## src/rtl/led_matrix_scanner.sv

```systemverilog
// Row-multiplexed LED matrix driver with a double-buffered frame memory.
// Each row gets a blanking gap and then a dwell period. Host writes go to the
// back buffer. A requested front/back swap is applied only at a frame boundary
// or while the scanner is idle.
module led_matrix_scanner #(
  parameter int unsigned ROWS       = 8,
  parameter int unsigned COLS       = 8,
  parameter int unsigned DWELL      = 1000,
  parameter int unsigned BLANK      = 16,
  parameter bit          ROW_ACTIVE = 1'b1,
  parameter bit          COL_ACTIVE = 1'b0
) (
  input  logic                    clk,
  input  logic                    rst,
  input  logic                    enable,
  input  logic                    wr_en,
  input  logic [$clog2(ROWS)-1:0] wr_row,
  input  logic [COLS-1:0]         wr_data,
  input  logic                    swap_req,
  output logic                    swap_ack,
  output logic                    frame_start,
  output logic [ROWS-1:0]         row_out,
  output logic [COLS-1:0]         col_out
);

  localparam int unsigned RW      = $clog2(ROWS);
  localparam int unsigned CNT_MAX = (DWELL > BLANK) ? DWELL : BLANK;
  localparam int unsigned CW      = $clog2(CNT_MAX + 1);

  localparam logic [ROWS-1:0] ROW_OFF    = {ROWS{~ROW_ACTIVE}};
  localparam logic [COLS-1:0] COL_OFF    = {COLS{~COL_ACTIVE}};
  localparam logic [RW-1:0]   ROW_LAST   = RW'(ROWS - 1);
  localparam logic [CW-1:0]   BLANK_LAST = CW'(BLANK - 1);
  localparam logic [CW-1:0]   DWELL_LAST = CW'(DWELL - 1);

  typedef enum logic [1:0] {StIdle, StBlank, StOn} state_e;

  state_e          state_q;
  logic [RW-1:0]   row_q;
  logic [CW-1:0]   cnt_q;
  logic            front_q;    // 0 = buffer A is displayed
  logic            pending_q;
  logic [COLS-1:0] mem_q [2][ROWS];

  logic            frame_end;
  logic            swap_now;
  logic            back_sel;
  logic [COLS-1:0] front_row;
  logic [ROWS-1:0] row_onehot;

  // Frame-boundary detection, swap decision and the row pattern for the next ON entry.
  always_comb begin
    frame_end  = (state_q == StOn) && (cnt_q == DWELL_LAST) && (row_q == ROW_LAST);
    swap_now   = pending_q && ((state_q == StIdle) || (frame_end && enable));
    back_sel   = ~front_q;
    front_row  = mem_q[front_q][row_q];
    row_onehot = ROWS'(1) << row_q;
  end

  // Frame memory. Host writes always land in the buffer that is currently the back buffer,
  // so a write on the swap edge is carried into the new front buffer.
  always_ff @(posedge clk or posedge rst) begin
    if (rst) begin
      for (int b = 0; b < 2; b++) begin
        for (int r = 0; r < ROWS; r++) begin
          mem_q[b][r] <= '0;
        end
      end
    end else if (wr_en) begin
      for (int r = 0; r < ROWS; r++) begin
        if (wr_row == RW'(r)) begin
          mem_q[back_sel][r] <= wr_data;
        end
      end
    end
  end

  // Scan FSM with registered outputs, buffer selection and swap handshake.
  always_ff @(posedge clk or posedge rst) begin
    if (rst) begin
      state_q     <= StIdle;
      row_q       <= '0;
      cnt_q       <= '0;
      front_q     <= 1'b0;
      pending_q   <= 1'b0;
      swap_ack    <= 1'b0;
      frame_start <= 1'b0;
      row_out     <= ROW_OFF;
      col_out     <= COL_OFF;
    end else begin
      frame_start <= 1'b0;
      swap_ack    <= swap_now;
      if (swap_now) begin
        front_q <= ~front_q;
      end
      // A request on the swap edge re-arms pending for the next boundary.
      pending_q <= swap_req | (pending_q & ~swap_now);

      if (!enable) begin
        state_q <= StIdle;
        row_q   <= '0;
        cnt_q   <= '0;
        row_out <= ROW_OFF;
        col_out <= COL_OFF;
      end else begin
        unique case (state_q)
          StIdle: begin
            state_q     <= StBlank;
            row_q       <= '0;
            cnt_q       <= '0;
            frame_start <= 1'b1;
            row_out     <= ROW_OFF;
            col_out     <= COL_OFF;
          end
          StBlank: begin
            if (cnt_q == BLANK_LAST) begin
              state_q <= StOn;
              cnt_q   <= '0;
              row_out <= row_onehot ^ ROW_OFF;
              col_out <= front_row ^ COL_OFF;
            end else begin
              cnt_q <= cnt_q + CW'(1);
            end
          end
          StOn: begin
            if (cnt_q == DWELL_LAST) begin
              state_q <= StBlank;
              cnt_q   <= '0;
              row_out <= ROW_OFF;
              col_out <= COL_OFF;
              if (row_q == ROW_LAST) begin
                row_q       <= '0;
                frame_start <= 1'b1;
              end else begin
                row_q <= row_q + RW'(1);
              end
            end else begin
              cnt_q <= cnt_q + CW'(1);
            end
          end
          default: begin
            state_q <= StIdle;
          end
        endcase
      end
    end
  end

endmodule

```

## config.mk

```make
export PLATFORM = sky130hd
export DESIGN_NAME = led_matrix_scanner
export DESIGN_NICKNAME = d
export VERILOG_FILES = /design/src/rtl/led_matrix_scanner.sv
export SDC_FILE = /design/constraint.sdc
export NUM_CORES = 1
export LEC_CHECK = 0
export CAP_MARGIN = 40
export CORE_UTILIZATION = 50
export DETAILED_ROUTE_END_ITERATION = 12
export PLACE_DENSITY = 0.75
export SKIP_CTS_REPAIR_TIMING = 1
export SYNTH_ARGS = -nofsm -noshare
export SYNTH_HDL_FRONTEND = slang
export SYNTH_SLANG_ARGS = --single-unit
```

## constraint.sdc

```tcl
create_clock -name clk -period 6.8 [get_ports clk]
set_clock_uncertainty 0.2 [all_clocks]
set_input_delay 1.36 -clock clk [delete_from_list [all_inputs] [get_ports clk]]
set_output_delay 1.36 -clock clk [all_outputs]
set_load 0.005 [all_outputs]
```

==> impl_metrics.py, run 1 <==
metrics = {
    "die": {
        "initial_utilization_pct": 51.1,
        "fp.dieH_um": 126,
        "floorplan.die.width_um": 126,
        "die-area_um2": 16000,
        "fp-row-count": 45,
        "coreArea_um2": 15100,
        "boundaryPins": 34,
    },
    "sta": {
        "finalMaxSlewViolations": 0,
        "setup_viol_count_final": 0,
        "timing.fmax_ghz": 0.295,
        "post-route-period-util_pct": 49.8,
        "tightestPinTransition_ns": 0.916,
        "hold_worst_slack_ns": 0.302,
        "worst_slack_ns": 3.42,
        "finalSetupTns_ns": 0,
        "grt_setup_unrepaired": "false",
        "maxSlewHeadroom_pct": 38.7,
        "shortest_period_the_worst_path_allows_ns": 3.38,
        "number_of_hold_violations_in_the_final_report": 0,
    },
    "logic_synthesis": {
        "synthDominantCellAreaShare_pct": 50.2,
        "netlist-cell-type-count": 47,
        "mappedNetlistArea_um2": 7730,
        "dominantRegCellSynth": "sky130_fd_sc_hd__dfrtp_1",
        "synth.ff_latch_count": 163,
        "syn_area_per_cell_um2": 14.0,
        "yosys.area.top_type": "sky130_fd_sc_hd__dfrtp_1",
        "yosysMostFrequentCell": "sky130_fd_sc_hd__dfrtp_1",
        "synth_edf_count": 0,
        "synth_sequential_area_ratio_pct": 52.9,
        "syn_inst": 551,
        "synthArstFlopShare_pct": 100,
        "yosys-top-cells-count": "sky130_fd_sc_hd__dfrtp_1 (155), sky130_fd_sc_hd__mux2_2 (128), sky130_fd_sc_hd__mux4_2 (32)",
        "yosys_warnings": 0,
        "synth_nets": 577,
        "synthTopCellsByArea": "sky130_fd_sc_hd__dfrtp_1 (50%), sky130_fd_sc_hd__mux2_2 (19%), sky130_fd_sc_hd__mux4_2 (9.3%), sky130_fd_sc_hd__mux2i_1 (3.9%), sky130_fd_sc_hd__dfstp_2 (2.7%)",
    },
    "global_routing": {
        "grt_overflow": 0,
        "grt_max_degree": 75,
        "grt_pass1_vias": 4957,
        "grt_antenna_before_repair": 0,
        "wire_length_of_the_first_global_routing_pass_um": 26400,
        "grtUsageTotal_pct": 21.9,
    },
    "detailed_routing": {
        "route.detailed.wl_per_inst_um": 20.2,
        "postRouteWirelength_um": 15800,
        "detail_route.iter0.violations": 310,
        "drc": 0,
        "drt.antenna.violating_nets": 0,
        "dr_total_vias": 4665,
        "first_pass_iters": 4,
        "via_per_inst": 5.97,
    },
    "setup_path": {
        "critical_path.slowest_cell": "sky130_fd_sc_hd__nor2b_1",
        "crit_start_category": "input pin",
        "cp_slowest_stage_delay_ns": 0.71,
        "worstPathCellList": "clkdlybuf4s50_1 > nor3b_1 > nor2b_1 > mux2_2",
        "critPathMaxFanout": 8,
        "r2r_start": "state_q[0]",
        "crit_arrival_ns": 3.50,
        "cp_class": "input pin to flop",
        "timing.critical_path.required_ns": 6.92,
        "startpoint": "wr_en",
        "worst_setup_path_end_kind": "flop",
    },
    "clock_network": {
        "insertion_delay_ns": 0.43,
        "clkSinkCount": 163,
        "clk_pin_slew_worst_paths_ns": 0.07,
        "clk_path_buf_depth": 2,
        "ctsHtreeMaxLevel": 4,
        "cts_tree": "yes",
        "cts_inserted_buffers": 17,
        "clk_root_buffer_cell": "sky130_fd_sc_hd__clkbuf_16",
    },
    "power_and_ir_drop": {
        "power_report.internal_total_w": 0.00240,
        "power.share.switching_pct": 27.4,
        "power.static_leakage_nw": 3.72,
        "ir_worst_vdd_uv": 207,
        "share_clk_of_total_power_pct": 27.1,
        "powerDensity_nw_per_um2": 375,
        "netSwitchingPower_w": 0.000907,
        "sequentialPowerShare_pct": 46.3,
        "p_comb_share_pct": 26.6,
    },
    "job": {
        "maxCapViolations": 0,
    },
    "place": {
        "gp_congestion": 0.873,
        "numPortBuffers": 33,
        "dp_worst_setup_slack_ns": 2.97,
        "numPlacedInstances": 749,
        "dp_hpwl_um": 10300,
    },
    "layout": {
        "area_growth_pct": 14.1,
        "final_net_count": 607,
        "final_cell_count_no_fill": 782,
        "fin_util_pct": 58.3,
        "fraction_of_final_layout_cells_sized_beyond_drive_strength_1_pct": 37.0,
        "antennaDiodeCount": 0,
    },
    "worst_hold_path": {
        "hp-start": "mem_q[44]",
        "worstHoldPathType": "flop to flop",
    },
    "status": {
        "status": "completed",
    },
}
-- flip-flops by register name, summed over array words and instances (netlist names) --
signal,count
mem_q,128
frame_start,1
col_out,8
swap_ack,1
front_q,1
pending_q,1
row_q,3
cnt_q,10
state_q,2
row_out,8
-- logic make-up after synthesis --
kind of cell	synth area share [%]
multiplexers	31.8
XOR/XNOR	0.227
flip-flops	52.9
AND/OR/NAND/NOR	6.24
AO/OA/AOI/OAI	4.84
adder cells (fa/ha/maj)	1.62
buffers and inverters	2.36
-- metrics by stage --
stage	total power (W)	cell area, um2
3_5_place_dp	0.00244	8270
2_1_floorplan	0.00222	7730
4_1_cts	0.00334	8820
5_1_grt	0.00350	8830
3_3_place_gp	0.00237	8200
6_report	0.00331	8830
-- cell type report --
class,instances,area [um2]
fillers,1192,6320
flip-flops and latches,163,4090
multi-input cells,342,3460
clock buffers,19,453
repair buffers,44,433
well taps,188,235
clock inverters,13,98.8
inverters,13,53.8
-- placed cells by master (no fill, tap or decap), drive strengths merged, types with 2 or more instances in the layout --
| cell | count |
|---|---|
| nand2 | 26 |
| nand3 | 10 |
| a31oi | 2 |
| and3 | 2 |
| buf | 11 |
| a21oi | 7 |
| clkinv | 5 |
| mux2 | 128 |
| dfrtp | 155 |
| or4 | 2 |
| nand3b | 5 |
| mux4 | 32 |
| clkinvlp | 2 |
| o221ai | 4 |
| or3 | 2 |
| o211ai | 6 |
| nand4 | 5 |
| o21ai | 13 |
| mux2i | 30 |
| and2 | 2 |
| clkdlybuf4s50 | 33 |
| o311ai | 2 |
| nor4 | 3 |
| nand2b | 8 |
| clkbuf | 19 |
| dfstp | 8 |
| nor3 | 3 |
| ha | 10 |
| a2bb2oi | 8 |
| inv | 19 |
| nor2 | 16 |
| nor2b | 5 |
-- path summary, 6_finish.rpt --
check                              to  cells after the start  slack [ns]
max in group asynchronous   mem_q[83]                      4        3.87
max                         mem_q[93]                      4        3.42
min in group asynchronous   mem_q[60]                      2        1.08
max reg2reg                col_out[3]                      6        4.07
min                         mem_q[44]                      1        0.30
min reg2reg                 mem_q[44]                      1        0.30
-- worst max-delay path, delay by kind of cell --
kind,cells,cell delay [ns]
multiplexers,1,0.42
buffers and inverters,1,0.51
AND/OR/NAND/NOR,2,1.21
-- power groups by stage --
| stage | clock, W | combinational, W | sequential [W] |
|---|---|---|---|
| 2_1_floorplan | 0 | 0.000741 | 0.00148 |
| 3_3_place_gp | 0 | 0.000851 | 0.00151 |
| 3_5_place_dp | 0 | 0.000890 | 0.00155 |
| 4_1_cts | 0.000915 | 0.000895 | 0.00153 |
| 5_1_grt | 0.000953 | 0.000960 | 0.00158 |
| 6_report | 0.000896 | 0.000879 | 0.00153 |
-- per-layer routing --
metal / vias up / share of wire (%) / GRT usage [%]
met1: 2433 / 44 / 27.5
met4: 0 / 1.2 / 6.31
met3: 18 / 3.4 / 4.98
li1: 2116 / - / -
met5: - / 0 / 0
met2: 98 / 51 / 38.2
No activity file was read; power rests on OpenSTA's default activity.
==> run 2, diff against run 1 <==
- PLACE_DENSITY: 0.75 -> 0.77
- clock period: 6.8 -> 3 ns (I/O delays scaled with it)
==> impl_metrics.py, run 2 (same netlist as run 1, synthesis figures left out) <==
metrics = {
    "setup_path": {
        "worst_setup_path_end_kind": "flop",
        "critPathMaxFanout": 9,
        "crit_start_category": "flop",
        "cp_class": "flop to flop",
        "crit_arrival_ns": 2.64,
        "timing.critical_path.required_ns": 3.14,
    },
    "layout": {
        "mostFrequentLayoutCells": "sky130_fd_sc_hd__dfrtp_1 (154), sky130_fd_sc_hd__mux2_2 (128), sky130_fd_sc_hd__clkdlybuf4s50_1 (33)",
        "final.fill_count": 1147,
        "fin_util_pct": 59.6,
        "final_cell_count_no_fill": 800,
        "postLayoutCellArea_um2": 9030,
        "registers.top_by_ff_count": "mem_q",
        "ff_latch_area_um2": 4090,
        "antennaDiodeCount": 0,
        "layout_commonest_cell": "sky130_fd_sc_hd__dfrtp_1",
        "multi_input_comb_area_um2": 3460,
        "final_net_count": 625,
        "fraction_of_final_layout_cells_sized_beyond_drive_strength_1_pct": 38.9,
        "registers_with_the_highest_flip_flop_counts": "mem_q: 128 flops, cnt_q: 10 flops",
        "number_of_flip_flops_under_the_largest_register_name": 128,
        "area_growth_pct": 16.8,
    },
    "power_and_ir_drop": {
        "power.share.switching_pct": 27.3,
        "power.static_leakage_nw": 3.83,
        "power_report.internal_total_w": 0.00568,
        "sequentialPowerShare_pct": 44.8,
        "p_comb_share_pct": 26.7,
        "netSwitchingPower_w": 0.00213,
        "powerDensity_nw_per_um2": 865,
        "ir_worst_vdd_uv": 454,
        "share_clk_of_total_power_pct": 28.5,
    },
    "die": {
        "coreArea_um2": 15100,
        "floorplan.die.width_um": 126,
        "initial_utilization_pct": 51.1,
        "fp.dieH_um": 126,
        "die-area_um2": 16000,
        "fp-row-count": 45,
        "boundaryPins": 34,
    },
    "place": {
        "numPortBuffers": 33,
        "numPlacedInstances": 768,
        "post_dp_cell_area_um2": 8430,
        "dp_hpwl_um": 11100,
        "gp_congestion": 0.803,
    },
    "detailed_routing": {
        "detail_route.iter0.violations": 287,
        "route.detailed.wl_per_inst_um": 20.8,
        "first_pass_iters": 5,
        "via_per_inst": 6.04,
        "dr_total_vias": 4835,
        "drt.antenna.violating_nets": 0,
        "drc": 0,
        "postRouteWirelength_um": 16600,
    },
    "sta": {
        "number_of_hold_violations_in_the_final_report": 0,
        "finalMaxSlewViolations": 0,
        "setup_viol_count_final": 0,
        "timing.fmax_ghz": 0.401,
        "shortest_period_the_worst_path_allows_ns": 2.50,
        "post-route-period-util_pct": 83.2,
        "grt_setup_unrepaired": "false",
        "finalSetupTns_ns": 0,
        "tightestPinTransition_ns": 0.703,
        "maxSlewHeadroom_pct": 52.7,
    },
    "status": {
        "status": "completed",
    },
    "job": {
        "maxCapViolations": 0,
    },
    "global_routing": {
        "grtUsageTotal_pct": 22.8,
        "grt_pass1_vias": 5073,
        "wire_length_of_the_first_global_routing_pass_um": 27600,
        "grt_overflow": 0,
        "grt_antenna_before_repair": 0,
        "grt_max_degree": 85,
    },
    "clock_network": {
        "clk_root_buffer_cell": "sky130_fd_sc_hd__clkbuf_16",
        "cts_inserted_buffers": 17,
        "clkSinkCount": 163,
        "ctsHtreeMaxLevel": 4,
        "clk_path_buf_depth": 2,
        "clk_pin_slew_worst_paths_ns": 0.06,
        "cts_tree": "yes",
        "insertion_delay_ns": 0.42,
    },
    "worst_hold_path": {
        "worstHoldPathType": "flop to flop",
    },
}
## run 2: metal layers
layer | track usage [%] | share of wire (%) | vias to the layer above
li1 | - | - | 2138
met1 | 30.3 | 44 | 2562
met2 | 37.7 | 50 | 114
met3 | 5.48 | 4.5 | 21
met4 | 6.09 | 1.1 | 0
met5 | 0 | 0 | -
## run 2: power groups by stage
stage	Combinational [W]	Sequential (W)	Clock, W
5_1_grt	0.00225	0.00362	0.00235
3_5_place_dp	0.00209	0.00353	0
4_1_cts	0.00211	0.00350	0.00225
3_3_place_gp	0.00201	0.00345	0
2_1_floorplan	0.00168	0.00335	0
6_report	0.00209	0.00350	0.00222
## run 2: stage by stage
step	total power, W	setup WS, ns	hold WS, ns
3_3_place_gp	0.00546	0.435	0.283
6_report	0.00781	0.504	0.303
5_1_grt	0.00822	0.378	0.313
2_1_floorplan	0.00503	0.136	0.274
3_5_place_dp	0.00562	0.416	0.291
4_1_cts	0.00786	0.505	0.306
## run 2: worst paths after layout
check	from	to	slack (ns)	depth (start not counted)
worst max-delay path	state_q[0]	col_out[2]	0.50	6
worst min-delay path	mem_q[96]	mem_q[96]	0.30	1
worst max register to register	state_q[0]	col_out[2]	0.50	6
worst min register to register	mem_q[96]	mem_q[96]	0.30	1
max in group asynchronous	rst	mem_q[98]	1.74	3
min in group asynchronous	rst	cnt_q[0]	0.47	3
## run 2: cell type report
cell class	instances	share of cell area, %
timing repair buffer	62	6.48
sequential	163	45.3
clock inverter	15	2.01
clock buffer	17	4.71
multi-input combinational	342	38.3
inverter	13	0.582
tap	188	2.60
## run 2: critical path, stage by stage (launching register included)
cell	delay (ns)
sky130_fd_sc_hd__dfrtp_1	0.44
sky130_fd_sc_hd__inv_1	0.15
sky130_fd_sc_hd__ha_1	0.19
sky130_fd_sc_hd__inv_1	0.06
sky130_fd_sc_hd__or4_1	0.69
sky130_fd_sc_hd__o221ai_4	0.46
sky130_fd_sc_hd__a2bb2oi_1	0.23
==> run 3, diff against run 2 <==
- clock period: 3 -> 2.1 ns (I/O delays scaled with it)
==> impl_metrics.py, run 3 (same netlist as run 1, synthesis figures left out) <==
metrics = {
    "global_routing": {
        "grtUsageTotal_pct": 23.9,
        "gr-max-usage-layer": "met2",
        "use_met1_pct": 29.3,
        "wire_length_of_the_first_global_routing_pass_um": 28700,
        "global_route.usage.met2_pct": 40.9,
        "grt_max_degree": 33,
        "use_met3_pct": 5.10,
        "grt_pass1_vias": 5495,
        "grt_antenna_before_repair": 0,
        "grt_overflow": 0,
    },
    "sta": {
        "hold_worst_slack_ns": 0.177,
        "maxSlewHeadroom_pct": 61.6,
        "number_of_hold_violations_in_the_final_report": 0,
        "post-route-period-util_pct": 101,
        "shortest_period_the_worst_path_allows_ns": 2.12,
        "worst_slack_ns": -0.0182,
        "setup_viol_count_final": 8,
        "finalMaxSlewViolations": 0,
        "tightestPinTransition_ns": 0.574,
        "timing.fmax_ghz": 0.472,
        "grt_setup_unrepaired": "true",
    },
    "setup_path": {
        "crit_start_category": "flop",
        "timing.critical_path.required_ns": 2.26,
        "critPathMaxFanout": 6,
        "cp_class": "flop to flop",
        "depth_of_the_most_critical_reg_to_reg_path": 6,
        "worst_setup_path_end_kind": "flop",
        "crit_arrival_ns": 2.27,
    },
    "detailed_routing": {
        "route.detailed.wl_per_inst_um": 20.7,
        "postRouteWirelength_um": 17800,
        "dr_total_vias": 5039,
        "drc": 0,
        "drt.antenna.violating_nets": 0,
        "detail_route.iter0.violations": 216,
        "first_pass_iters": 4,
        "via_per_inst": 5.88,
    },
    "status": {
        "failed_checks": "setup timing",
        "status": "finished with violations",
    },
    "power_and_ir_drop": {
        "totalPowerFinal_w": 0.0112,
        "ir_worst_vdd_uv": 874,
        "power.static_leakage_nw": 4.12,
        "powerDensity_nw_per_um2": 1160,
    },
    "layout": {
        "registers.top_by_ff_count": "mem_q",
        "number_of_flip_flops_under_the_largest_register_name": 128,
        "postLayoutCellArea_um2": 9660,
        "layout_commonest_cell": "sky130_fd_sc_hd__dfrtp_1",
        "final_net_count": 682,
        "mostFrequentLayoutCells": "sky130_fd_sc_hd__dfrtp_1 (154), sky130_fd_sc_hd__mux2_2 (128), sky130_fd_sc_hd__buf_4 (75)",
        "registers_with_the_highest_flip_flop_counts": "mem_q: 128 flops, cnt_q: 10 flops",
        "final_cell_count_no_fill": 857,
        "antennaDiodeCount": 0,
        "area_growth_pct": 24.9,
        "fraction_of_final_layout_cells_sized_beyond_drive_strength_1_pct": 46.3,
    },
    "die": {
        "boundaryPins": 34,
        "die-area_um2": 16000,
        "fp.dieH_um": 126,
        "initial_utilization_pct": 51.1,
        "fp-row-count": 45,
        "coreArea_um2": 15100,
        "floorplan.die.width_um": 126,
    },
    "place": {
        "dp_worst_setup_slack_ns": -0.193,
        "dp_hpwl_um": 11700,
        "gp_congestion": 0.838,
        "post_dp_cell_area_um2": 8870,
        "numPlacedInstances": 816,
        "numPortBuffers": 33,
    },
    "clock_network": {
        "clkSinkCount": 163,
        "cts_inserted_buffers": 17,
        "clk_root_buffer_cell": "sky130_fd_sc_hd__clkbuf_16",
        "cts_tree": "yes",
        "clk_path_buf_depth": 2,
        "insertion_delay_ns": 0.44,
        "ctsHtreeMaxLevel": 4,
        "clk_pin_slew_worst_paths_ns": 0.06,
    },
    "job": {
        "maxCapViolations": 0,
    },
    "worst_hold_path": {
        "worstHoldPathType": "input pin to async pin",
    },
}
[run 3: cell types whose count changed in the layout (fill, tap and decap cells not counted), sizes merged]
cell / delta
clkinv: -6
bufinv: -2
inv: +1
buf: +56
clkinvlp: +4
clkdlybuf4s50: -8
clkbuf: +4
dlymetal6s2s: +8
[run 3: worst paths after layout]
path,startpoint,endpoint,slack [ns]
worst max-delay path,state_q[0],row_out[2],-0.02
worst min-delay path,rst,mem_q[15],0.18
worst max register to register,state_q[0],row_out[2],-0.02
worst min register to register,mem_q[60],mem_q[60],0.30
max in group asynchronous,rst,mem_q[105],0.97
min in group clk,mem_q[60],mem_q[60],0.30
[run 3: final cells by class]
| cell class | count | area (um2) |
|---|---|---|
| fillers | 1075 | 5490 |
| flip-flops and latches | 163 | 4090 |
| multi-input cells | 342 | 3570 |
| repair buffers | 119 | 1140 |
| clock buffers | 20 | 447 |
| well taps | 188 | 235 |
| clock inverters | 12 | 121 |
| inverters | 13 | 52.6 |
[run 3: through the flow]
step | TNS [ns] | util, %
3_3_place_gp | -11.23 | 58.6
2_1_floorplan | -91.22 | -
5_1_grt | -0.474 | 63.8
3_5_place_dp | -16.47 | 58.6
6_report | -0.0772 | 63.8
4_1_cts | -2.73 | 62.3
[run 3: report_power, final]
part / switching (W) / internal, W / total (W)
clock: 0.00134 / 0.00168 / 0.00302
combinational: 0.00115 / 0.00203 / 0.00318
sequential: 0.000640 / 0.00437 / 0.00501
total: 0.00312 / 0.00807 / 0.0112
[run 3: worst max-delay path, cell delays in order (launching register included)]
cell and delay [ns]:
sky130_fd_sc_hd__dfrtp_1 0.40, sky130_fd_sc_hd__inv_2 0.11, sky130_fd_sc_hd__ha_4 0.14, sky130_fd_sc_hd__inv_2 0.04, sky130_fd_sc_hd__or4_4 0.60, sky130_fd_sc_hd__o22ai_4 0.32, sky130_fd_sc_hd__mux2i_1 0.23
[run 3: layer usage]
metal / share of wire (%) / wire (um) / vias up
li1: - / - / 2256
met3: 3.9 / 698 / 25
met2: 52 / 9210 / 120
met1: 42 / 7480 / 2638
met4: 2.1 / 373 / 0
met5: 0 / 0 / -
